`config.mk`:
```
export PLATFORM = sky130hd
export DESIGN_NAME = sequential_divider
export DESIGN_NICKNAME = d
export VERILOG_FILES = /design/src/rtl/sequential_divider.sv
export SDC_FILE = /design/constraint.sdc
export NUM_CORES = 1
export LEC_CHECK = 0
export ABC_AREA = 1
export CAP_MARGIN = 10
export CORE_MARGIN = 2
export CORE_UTILIZATION = 55
export CTS_CLUSTER_DIAMETER = 100
export DETAILED_ROUTE_END_ITERATION = 12
export HOLD_SLACK_MARGIN = 0.08
export PLACE_DENSITY = 0.77
export SETUP_SLACK_MARGIN = 0.5
export SKIP_CTS_REPAIR_TIMING = 1
export SLEW_MARGIN = 0
export SYNTH_ARGS = -nofsm -noshare
export SYNTH_HDL_FRONTEND = slang
export SYNTH_SLANG_ARGS = --single-unit
```
`constraint.sdc`:
```
create_clock -name clk -period 2.65 [get_ports clk]
set_clock_uncertainty 0.05 [all_clocks]
set_input_delay 0.265 -clock clk [delete_from_list [all_inputs] [get_ports clk]]
set_output_delay 0.265 -clock clk [all_outputs]
set_load 0.01 [all_outputs]
```
`src/rtl/sequential_divider.sv`:
```
// Multi-cycle restoring divider: one quotient bit per clock, signed or unsigned,
// with start/busy/done handshake and the ALU negative/zero/overflow/cout flags.
module sequential_divider #(
    parameter int WIDTH = 16
) (
    input  logic             clk,
    input  logic             rst_n,
    input  logic             start,
    input  logic [WIDTH-1:0] x,
    input  logic [WIDTH-1:0] y,
    input  logic             signed_unsigned,
    output logic [WIDTH-1:0] q,
    output logic [WIDTH-1:0] rem,
    output logic             busy,
    output logic             done,
    output logic             negative,
    output logic             zero,
    output logic             overflow,
    output logic             cout
);

    localparam int CW = $clog2(WIDTH + 1);
    localparam logic [WIDTH-1:0] MIN_NEG = {1'b1, {(WIDTH-1){1'b0}}};

    typedef enum logic [1:0] {IDLE, CALC, FIX, DONE} state_t;

    state_t           state;
    logic [CW-1:0]    cnt;
    logic [WIDTH-1:0] prem;      // partial remainder (magnitude)
    logic [WIDTH-1:0] dvd;       // dividend magnitude, quotient bits shift in at LSB
    logic [WIDTH-1:0] mag_y;
    logic [WIDTH-1:0] x_raw;
    logic             mode;
    logic             sign_x;
    logic             sign_y;
    logic             dbz;
    logic             ovf_min;

    logic [WIDTH-1:0] mag_x_in;
    logic [WIDTH-1:0] mag_y_in;
    logic [WIDTH:0]   shifted;
    logic [WIDTH:0]   diff;
    logic [WIDTH-1:0] q_fix;
    logic [WIDTH-1:0] r_fix;
    logic             ovf_fix;

    assign cout = 1'b0;

    // Operand magnitudes, trial subtraction and final sign/special-case fixup
    always_comb begin
        mag_x_in = (signed_unsigned && x[WIDTH-1]) ? -x : x;
        mag_y_in = (signed_unsigned && y[WIDTH-1]) ? -y : y;
        shifted  = {prem, dvd[WIDTH-1]};
        diff     = shifted - {1'b0, mag_y};
        q_fix    = (mode && (sign_x ^ sign_y)) ? -dvd : dvd;
        r_fix    = (mode && sign_x) ? -prem : prem;
        ovf_fix  = 1'b0;
        if (dbz) begin
            q_fix   = '1;
            r_fix   = x_raw;
            ovf_fix = 1'b1;
        end else if (ovf_min) begin
            q_fix   = x_raw;
            r_fix   = '0;
            ovf_fix = 1'b1;
        end
    end

    // Control FSM with datapath and registered results/flags
    always_ff @(posedge clk or negedge rst_n) begin
        if (!rst_n) begin
            state    <= IDLE;
            cnt      <= '0;
            prem     <= '0;
            dvd      <= '0;
            mag_y    <= '0;
            x_raw    <= '0;
            mode     <= 1'b0;
            sign_x   <= 1'b0;
            sign_y   <= 1'b0;
            dbz      <= 1'b0;
            ovf_min  <= 1'b0;
            q        <= '0;
            rem      <= '0;
            busy     <= 1'b0;
            done     <= 1'b0;
            negative <= 1'b0;
            zero     <= 1'b0;
            overflow <= 1'b0;
        end else begin
            case (state)
                IDLE: begin
                    done <= 1'b0;
                    if (start) begin
                        x_raw   <= x;
                        mode    <= signed_unsigned;
                        sign_x  <= signed_unsigned & x[WIDTH-1];
                        sign_y  <= signed_unsigned & y[WIDTH-1];
                        dvd     <= mag_x_in;
                        mag_y   <= mag_y_in;
                        prem    <= '0;
                        cnt     <= CW'(WIDTH);
                        dbz     <= (y == '0);
                        ovf_min <= signed_unsigned && (x == MIN_NEG) && (y == '1);
                        busy    <= 1'b1;
                        state   <= (y == '0) ? FIX : CALC;
                    end
                end
                CALC: begin
                    prem <= diff[WIDTH] ? shifted[WIDTH-1:0] : diff[WIDTH-1:0];
                    dvd  <= {dvd[WIDTH-2:0], ~diff[WIDTH]};
                    cnt  <= cnt - CW'(1);
                    if (cnt == CW'(1)) begin
                        state <= FIX;
                    end
                end
                FIX: begin
                    q        <= q_fix;
                    rem      <= r_fix;
                    overflow <= ovf_fix;
                    negative <= mode & q_fix[WIDTH-1];
                    zero     <= (q_fix == '0);
                    state    <= DONE;
                end
                DONE: begin
                    done  <= 1'b1;
                    busy  <= 1'b0;
                    state <= IDLE;
                end
                default: state <= IDLE;
            endcase
        end
    end

endmodule

```
* Word level (Yosys, flattened, before mapping)
Cells that the tools add are included.
Word-level totals: input bits 36, flip-flop bits (word level) 113, logic and storage cells 76, output and inout bits 38
Cells by class: add/subtract/negate cells 6, reduce and logical (&&, ||, !) cells 15, multiplexer cells 24, bitwise gates (word level) 5, equality and inequality tests 8
Operators by type and width (number):
- two-way mux 16 bit | 11
- negation 16 bit | 4
- case mux 16 bit (2 select lines) | 2
- equality test 16 bit (second input constant) | 2
- logical NOT 16 bit | 2
- subtractor 17 x 16 -> 17 bit | 1
- case mux 5 bit (2 select lines) | 1
- case mux 2 bit (4 select lines) | 1
- AND reduction 2 bit | 4
- logical AND 1 bit | 6
- two-way mux 2 bit | 3
- equality test 5 x 1 -> 1 bit (second input constant) | 1
- two-way mux 5 bit | 1
- subtractor 5 x 1 -> 5 bit (second input constant) | 1
- equality test 2 bit (second input constant) | 2
- inequality test 2 bit (second input constant) | 2
- case mux 1 bit (2 select lines) | 2
- nonzero test 2 bit | 2
- AND 1 bit | 3
- two-way mux 1 bit | 3
- equality test 2 x 1 -> 1 bit (second input constant) | 1
- logical NOT 2 bit | 1
- NOT 1 bit | 1
- XOR 1 bit | 1

* Longest topological paths before layout
Gate-level depths: netlist of run 1.
depth in word-level cells 6, gate-level depth with buffers 14, depth with buffers taken out 13

* Least setup slack after synthesis of run 1
Ideal clock, no wire load.
path kind register to register, from register dvd[15], to register prem[8], library setup time 0.129 ns, cell stages (with the launch flop) 15, buffers on the path 1, period minus slack after synthesis 2.150 ns, required time 2.471 ns, arrival time 1.971 ns, path slack 0.500 ns, path through dfrtp_1 > inv_1 > ha_1 > fa_1 > o21ai_2 > nand2_2 > nand2_4 > nand3b_4 > nand2_2 > nand2_1 > nand2_4 > buf_12 > nand2_1 > nand3_1 > o21ai_1
On the way: longest elaborated chain between the ends 3
RTL lines:
- start, declared | RTL line 30 | logic [WIDTH-1:0] dvd;
- start signal, assigned | RTL line 99 | dvd <= mag_x_in;
- start signal, assigned | RTL line 111 | dvd <= {dvd[WIDTH-2:0], ~diff[WIDTH]};
- subtractor 17 x 16 -> 17 bit | RTL line 54 | diff = shifted - {1'b0, mag_y};
- two-way mux 16 bit | RTL line 110 | prem <= diff[WIDTH] ? shifted[WIDTH-1:0] : diff[WIDTH-1:0];
- case mux 16 bit (2 select lines) | RTL line 91 | case (state)
- end signal, assigned | RTL line 110
- end, declared | RTL line 29 | logic [WIDTH-1:0] prem;
Every way passes these cells. A chain may end at the register's enable or synchronous reset.

* Final worst setup path of run 1
from register dvd[15], to register prem[2]
The elaborated chain is that of the path after synthesis.

==> summary.txt, run 1 <==
Drt
  • Post-route ant nets: 0
  • Vias per cell: 5.730
  • DR iter-0 viols: 798
  • DRC viols: 0
  • WL final: 21.80 mm
  • Wire length per cell: 16.63 um
  • Pre-Repair DR Iteration Count: 5
  • Via count: 7512

STA
  • RSZ-0062 raised after global routing: true
  • Max Slew Vio Count: 0
  • Minimum clock period: 2.299 ns
  • Final hold vios: 0
  • Fmax: 434.9 MHz
  • Setup TNS: 0 ns
  • Final period utilization: 0.8677
  • Slew of the pin with the lowest slew margin: 0.5951 ns
  • Slew margin rel.: 0.6023
  • Endpoints failing setup: 0

Synthesis
  • Post-synthesis cell area: 7415 sq um
  • Yosys warns: 0
  • Sequential-to-total area share from yosys stat: 0.3814
  • Post-synth EDFFs: 0
  • Ys async rst share: 1.000
  • Synth Flop Type: dfrtp_1
  • Mapped Nets: 1107
  • #FFs+latches synth: 113
  • Synthesized instance count: 1043
  • Avg Inst Size Synth: 7.109 sq um
  • Distinct cells, synth: 49

Power
  • Sw power: 6485 uW
  • Pleak: 0.004340 uW
  • Clock Power Share: 0.172
  • Sw Ratio: 0.4853
  • Sequential share of power: 0.247
  • Gate power share: 0.581
  • Maximum VDD drop: 0.9821 mV
  • Pwr dens: 1443 nW/um^2
  • Int Power: 6877 uW

Global route
  • Initial antenna violation count: 0
  • First-pass GRT wire length: 34.49 mm
  • Met2 usage: 0.4723
  • Number of global-route vias before repair: 7029
  • Most crowded layer after global routing: met2
  • Remaining Overflow, GRT: 0
  • Total global-route track usage: 0.3056
  • GRT met3 Usage: 0.06559
  • Grt met1 use: 0.4296
  • Largest net degree at the start of global routing: 58

Finish
  • Design Area, Final: 9263 sq um
  • Ant diodes: 0
  • Share of cells above drive strength 1: 0.1154
  • Most common cell after layout, fill and taps aside: nand2_1
  • Filler cells: 1070
  • Nets: 1186
  • Most frequent cells in the layout: nand2_1, dfrtp_1, inv_1
  • Area delta synth->final: 24.92%

Flow run
  • Max Cap Viol: 0

Critical path
  • FF-to-FF path depth: 13
  • Crit-path cells: inv_2, ha_4, fa_2, o21ai_4, nand2_2, nand2_4, nand3b_4, nand2_8, nand2_8, nand2_8, nand2_2, nand3_1, o21ai_1
  • CP required: 2.90 ns
  • Slowest cell on crit path: fa_2
  • CP Class: flop to flop
  • Most common cell on crit path: nand2_8
  • CP arrival: 2.54 ns
  • CP max stage delay: 0.40 ns
  • Crit. path cell count: 13
  • CP Capture Type: flop
  • Crit path buffers/inverters: 1
  • Delay-heaviest family, CP: simple AND/OR/NAND/NOR gates
  • CP Max Fanout: 8
  • Nature of the critical path startpoint: flop

Floorplan
  • Chip Width: 120.1 um
  • Starting Density: 0.5621
  • Total Die Area: 14430 sq um
  • Die height: 120.1 um
  • I/O pin count: 74
  • Rows: 42
  • Core ar.: 13190 sq um

Placement
  • RD Place Congestion: 0.9521
  • I/O Buffers: 72
  • Dpl cell area: 8308 sq um
  • Hpwl dp: 15.61 mm

Clock network
  • CTS Buf Count: 17
  • Clk sinks: 113
  • CTS tree: yes
  • Clock-pin slew on the worst setup and hold paths: 0.05 ns
  • H-tree depth: 4
  • Clock root buffer master: clkbuf_16
  • Insertion delay to the later sink of the worst-skew pair: 0.42 ns
  • Clk buf depth: 2

Run status
  • Status: finished, final reports clean

Hold path
  • Hold Path Class: input pin to async pin
## synth_stat cells (2+ instances only)
| cell type | number | area share |
|---|---|---|
| o21bai_1 | 3 | 0.0030 |
| o21ai_2 | 4 | 0.0047 |
| nand3b_1 | 3 | 0.0030 |
| o21ai_0 | 94 | 0.063 |
| nand2_4 | 3 | 0.0046 |
| buf_2 | 3 | 0.0020 |
| or2_2 | 2 | 0.0017 |
| nand4_1 | 8 | 0.0068 |
| nand2_2 | 5 | 0.0042 |
| a21oi_1 | 98 | 0.066 |
| o21ai_1 | 12 | 0.0081 |
| o21a_1 | 2 | 0.0020 |
| buf_6 | 3 | 0.0046 |
| nor2_2 | 4 | 0.0034 |
| buf_4 | 3 | 0.0030 |
| dfrtp_1 | 113 | 0.38 |
| a21o_1 | 2 | 0.0020 |
| nor2_4 | 2 | 0.0030 |
| nand3_1 | 84 | 0.057 |
| xor2_1 | 16 | 0.019 |
| a31oi_1 | 12 | 0.010 |
| nor2_1 | 102 | 0.052 |
| a22oi_1 | 2 | 0.0020 |
| ha_1 | 27 | 0.046 |
| clkbuf_1 | 26 | 0.013 |
| clkinv_1 | 4 | 0.0020 |
| inv_1 | 109 | 0.055 |
| inv_2 | 3 | 0.0015 |
| nor3_1 | 9 | 0.0061 |
| o22ai_1 | 5 | 0.0042 |
| nand2_1 | 246 | 0.12 |
| o211ai_1 | 10 | 0.010 |
| xnor2_1 | 7 | 0.0083 |
| nand3_2 | 2 | 0.0027 |
## routing by layer
layer / up-vias / share of wire
met5: - / 0
li1: 3617 / -
met1: 3529 / 0.44
met3: 36 / 0.078
met4: 0 / 0.019
met2: 330 / 0.46
## cell type report
cell class	count	area, sq um	share of cell area
Inverter	116	435.4	0.04701
Timing Repair Buffer	94	898.4	0.09699
Sequential cell	113	2833	0.3058
Clock inverter	14	155.1	0.01675
Multi-Input combinational cell	780	4282	0.4622
Clock buffer	18	439.2	0.04741
Tap cell	176	220.2	0.02377
## per-stage QoR
stage / std cells / hold slack [ns] / utilization / setup slack (ns) / total power (uW)
floorplan: 1043 / -0.08059 / - / 0.5251 / 7912
detailed placement: 1272 / 0.1892 / 0.6299 / 0.3182 / 9837
global placement: 1272 / 0.1819 / 0.6299 / 0.3737 / 9689
finish: 1311 / 0.2824 / 0.7022 / 0.3505 / 13360
CTS: 1304 / -0.2534 / 0.6749 / 0.2968 / 12200
global route: 1311 / 0.3265 / 0.7022 / 0.2845 / 14400
## registers in the layout, indices dropped and copies added, names as in the netlist, 2 cells and up
signal,flops
dvd,16
mag_y,16
prem,16
q,16
rem,16
x_raw,16
cnt,5
state,2
## cells by family (layout without fill, tap and decap cells)
logic type	after synthesis	count (layout)	share of synthesized area
AND/OR/NAND/NOR	476	479	0.2761
AO/OA/AOI/OAI	249	249	0.1819
buffers and inverters	153	242	0.08471
flip-flops	113	113	0.3814
adder cells (fa/ha/maj)	28	28	0.04826
XOR/XNOR	23	23	0.02717
other	1	1	0.0005058
## final timing paths
path | end | startpoint | slack (ns)
setup / recovery | prem[2] | dvd[15] | 0.35
hold / removal | cnt[1] | rst_n | 0.28
setup reg to reg | prem[2] | dvd[15] | 0.35
hold reg to reg | q[15] | q[15] | 0.43
max in group asynchronous | mode | rst_n | 1.59
min in group clk | q[15] | q[15] | 0.43
## power by group through the flow
| stage | Sequential (uW) | Clock, uW | Combinational [uW] |
|---|---|---|---|
| after CTS | 3230 | 2300 | 6670 |
| after detailed placement | 3240 | 0 | 6590 |
| after global routing | 3370 | 2380 | 8640 |
| after floorplan | 3150 | 0 | 4760 |
| after global placement | 3230 | 0 | 6460 |
| final | 3300 | 2300 | 7760 |
(Power assumes the default switching activity.)
==> run 2, diff against run 1 <==
- CORE_UTILIZATION: 55 -> 58
- MAX_ROUTING_LAYER: unset -> met4
- PLACE_DENSITY: 0.77 -> 0.81
- clock period: 2.65 -> 2.46 ns (I/O delays scaled with it)
==> summary.txt, run 2 (same netlist as run 1, synthesis figures left out) <==
Run status
  • Status: finished, final reports clean

STA
  • Hold_ws: 0.1608 ns
  • Slew margin rel.: 0.5206
  • Minimum clock period: 2.269 ns
  • Final setup margin: 0.1908 ns
  • Setup TNS: 0 ns
  • Fmax: 440.7 MHz
  • Max Slew Vio Count: 0
  • Final period utilization: 0.9224
  • Final hold vios: 0
  • RSZ-0062 raised after global routing: true
  • Endpoints failing setup: 0
  • Slew of the pin with the lowest slew margin: 0.7191 ns

Critical path
  • CP Max Fanout: 5
  • CP required: 2.71 ns
  • CP arrival: 2.52 ns
  • CP max stage delay: 0.37 ns
  • Crit-path cells: inv_2, ha_4, fa_2, o21ai_4, nand2_2, nand2_4, nand3b_4, nand2_4, nand2_8, nand2_8, buf_4, nand2_2, nand3_1, o21ai_1
  • CP Class: flop to flop
  • Nature of the critical path startpoint: flop
  • CP Capture Type: flop
  • Slowest cell on crit path: dfrtp_1

Floorplan
  • Die height: 117.1 um
  • Total Die Area: 13700 sq um
  • I/O pin count: 74
  • Starting Density: 0.5899
  • Rows: 41
  • Chip Width: 117.1 um
  • Core ar.: 12570 sq um

Finish
  • Most common cell after layout, fill and taps aside: nand2_1
  • Nets: 1210
  • Area delta synth->final: 28.50%
  • Most frequent cells in the layout: nand2_1, dfrtp_1, inv_1
  • Share of cells above drive strength 1: 0.1416
  • Filler cells: 933
  • Ant diodes: 0

Clock network
  • CTS Buf Count: 17
  • CTS tree: yes
  • Clk buf depth: 2
  • Clk sinks: 113
  • H-tree depth: 4
  • Clock root buffer master: clkbuf_16
  • Insertion delay to the later sink of the worst-skew pair: 0.42 ns
  • Clock-pin slew on the worst setup and hold paths: 0.06 ns

Drt
  • Post-route ant nets: 0
  • Pre-Repair DR Iteration Count: 5
  • Wire length per cell: 16.91 um
  • Via count: 7747
  • DRC viols: 0
  • Metal-1 WL: 9.599 mm
  • DR iter-0 viols: 1004
  • Routed wl met2: 10.42 mm
  • Vias per cell: 5.825
  • Met3 WL: 1.986 mm
  • WL final: 22.49 mm
  • Highest metal used: met4

Placement
  • Hpwl dp: 15.94 mm
  • I/O Buffers: 72
  • RD Place Congestion: 0.9548
  • Setup Slack @ Placement: 0.2148 ns

Power
  • Maximum VDD drop: 1.209 mV
  • Pwr dens: 1562 nW/um^2
  • Pleak: 0.004537 uW

Global route
  • Remaining Overflow, GRT: 0
  • First-pass GRT wire length: 34.42 mm
  • Number of global-route vias before repair: 6864
  • Total global-route track usage: 0.3382
  • Initial antenna violation count: 0
  • Largest net degree at the start of global routing: 57

Hold path
  • Hold Path Class: input pin to flop

Flow run
  • Max Cap Viol: 0
==> run 2: cell count changes in the layout (fill, tap and decap cells not counted), sizes merged <==
cell / change
buf: +22
bufinv: +2
clkbuf: +5
clkdlybuf4s50: -1
clkinv: +2
clkinvlp: -3
dlymetal6s2s: +1
inv: -5
==> run 2: per-stage QoR <==
| step | utilization | instances | cell area [sq um] | power [uW] |
|---|---|---|---|---|
| finish | 0.7581 | 1330 | 9528 | 14880 |
| global route | 0.7581 | 1330 | 9528 | 15930 |
| floorplan | - | 1043 | 7437 | 8569 |
| CTS | 0.7145 | 1303 | 8980 | 13440 |
| global placement | 0.6638 | 1272 | 8343 | 10490 |
| detailed placement | 0.6638 | 1272 | 8343 | 10690 |
==> run 2: area by class of cell <==
cell class	count	area (sq um)	share of cell area
clock inverter	10	156.4	0.01641
sequential	113	2830	0.2970
multi-input combinational	780	4273	0.4485
clock buffer	21	480.5	0.05043
timing repair buffer	118	1131	0.1187
inverter	116	441.7	0.04636
tap	172	215.2	0.02259
==> run 2: worst max-delay path: cells and delay by family (launching register included) <==
family / cells / cell delay (ns)
buffers and inverters: 2 / 0.18
adders and majority gates: 2 / 0.53
AOI/OAI and AO/OA: 2 / 0.25
DFF: 1 / 0.37
and+or+nand+nor: 8 / 0.72
==> run 2: routing by layer <==
metal / vias to the layer above / global-route usage
li1: 3655 / -
met5: - / -
met1: 3657 / 0.4664
met2: 383 / 0.5052
met4: 0 / 0.1176
met3: 52 / 0.06179
==> run 2: worst paths after layout <==
| kind | startpoint | to | slack, ns | cells past startpoint |
|---|---|---|---|---|
| max | dvd[15] | prem[8] | 0.19 | 14 |
| min | x[0] | x_raw[0] | 0.16 | 3 |
| max reg2reg | dvd[15] | prem[8] | 0.19 | 14 |
| min reg2reg | rem[0] | rem[0] | 0.43 | 2 |
| max in group asynchronous | rst_n | x_raw[3] | 1.28 | 3 |
| min in group asynchronous | rst_n | done | 0.36 | 2 |
==> run 2: report_power, final <==
| group | internal (uW) | switching [uW] |
|---|---|---|
| Sequential | 2750 | 786 |
| Clock | 1790 | 876 |
| Combinational | 3420 | 5260 |
| Total | 7950 | 6920 |
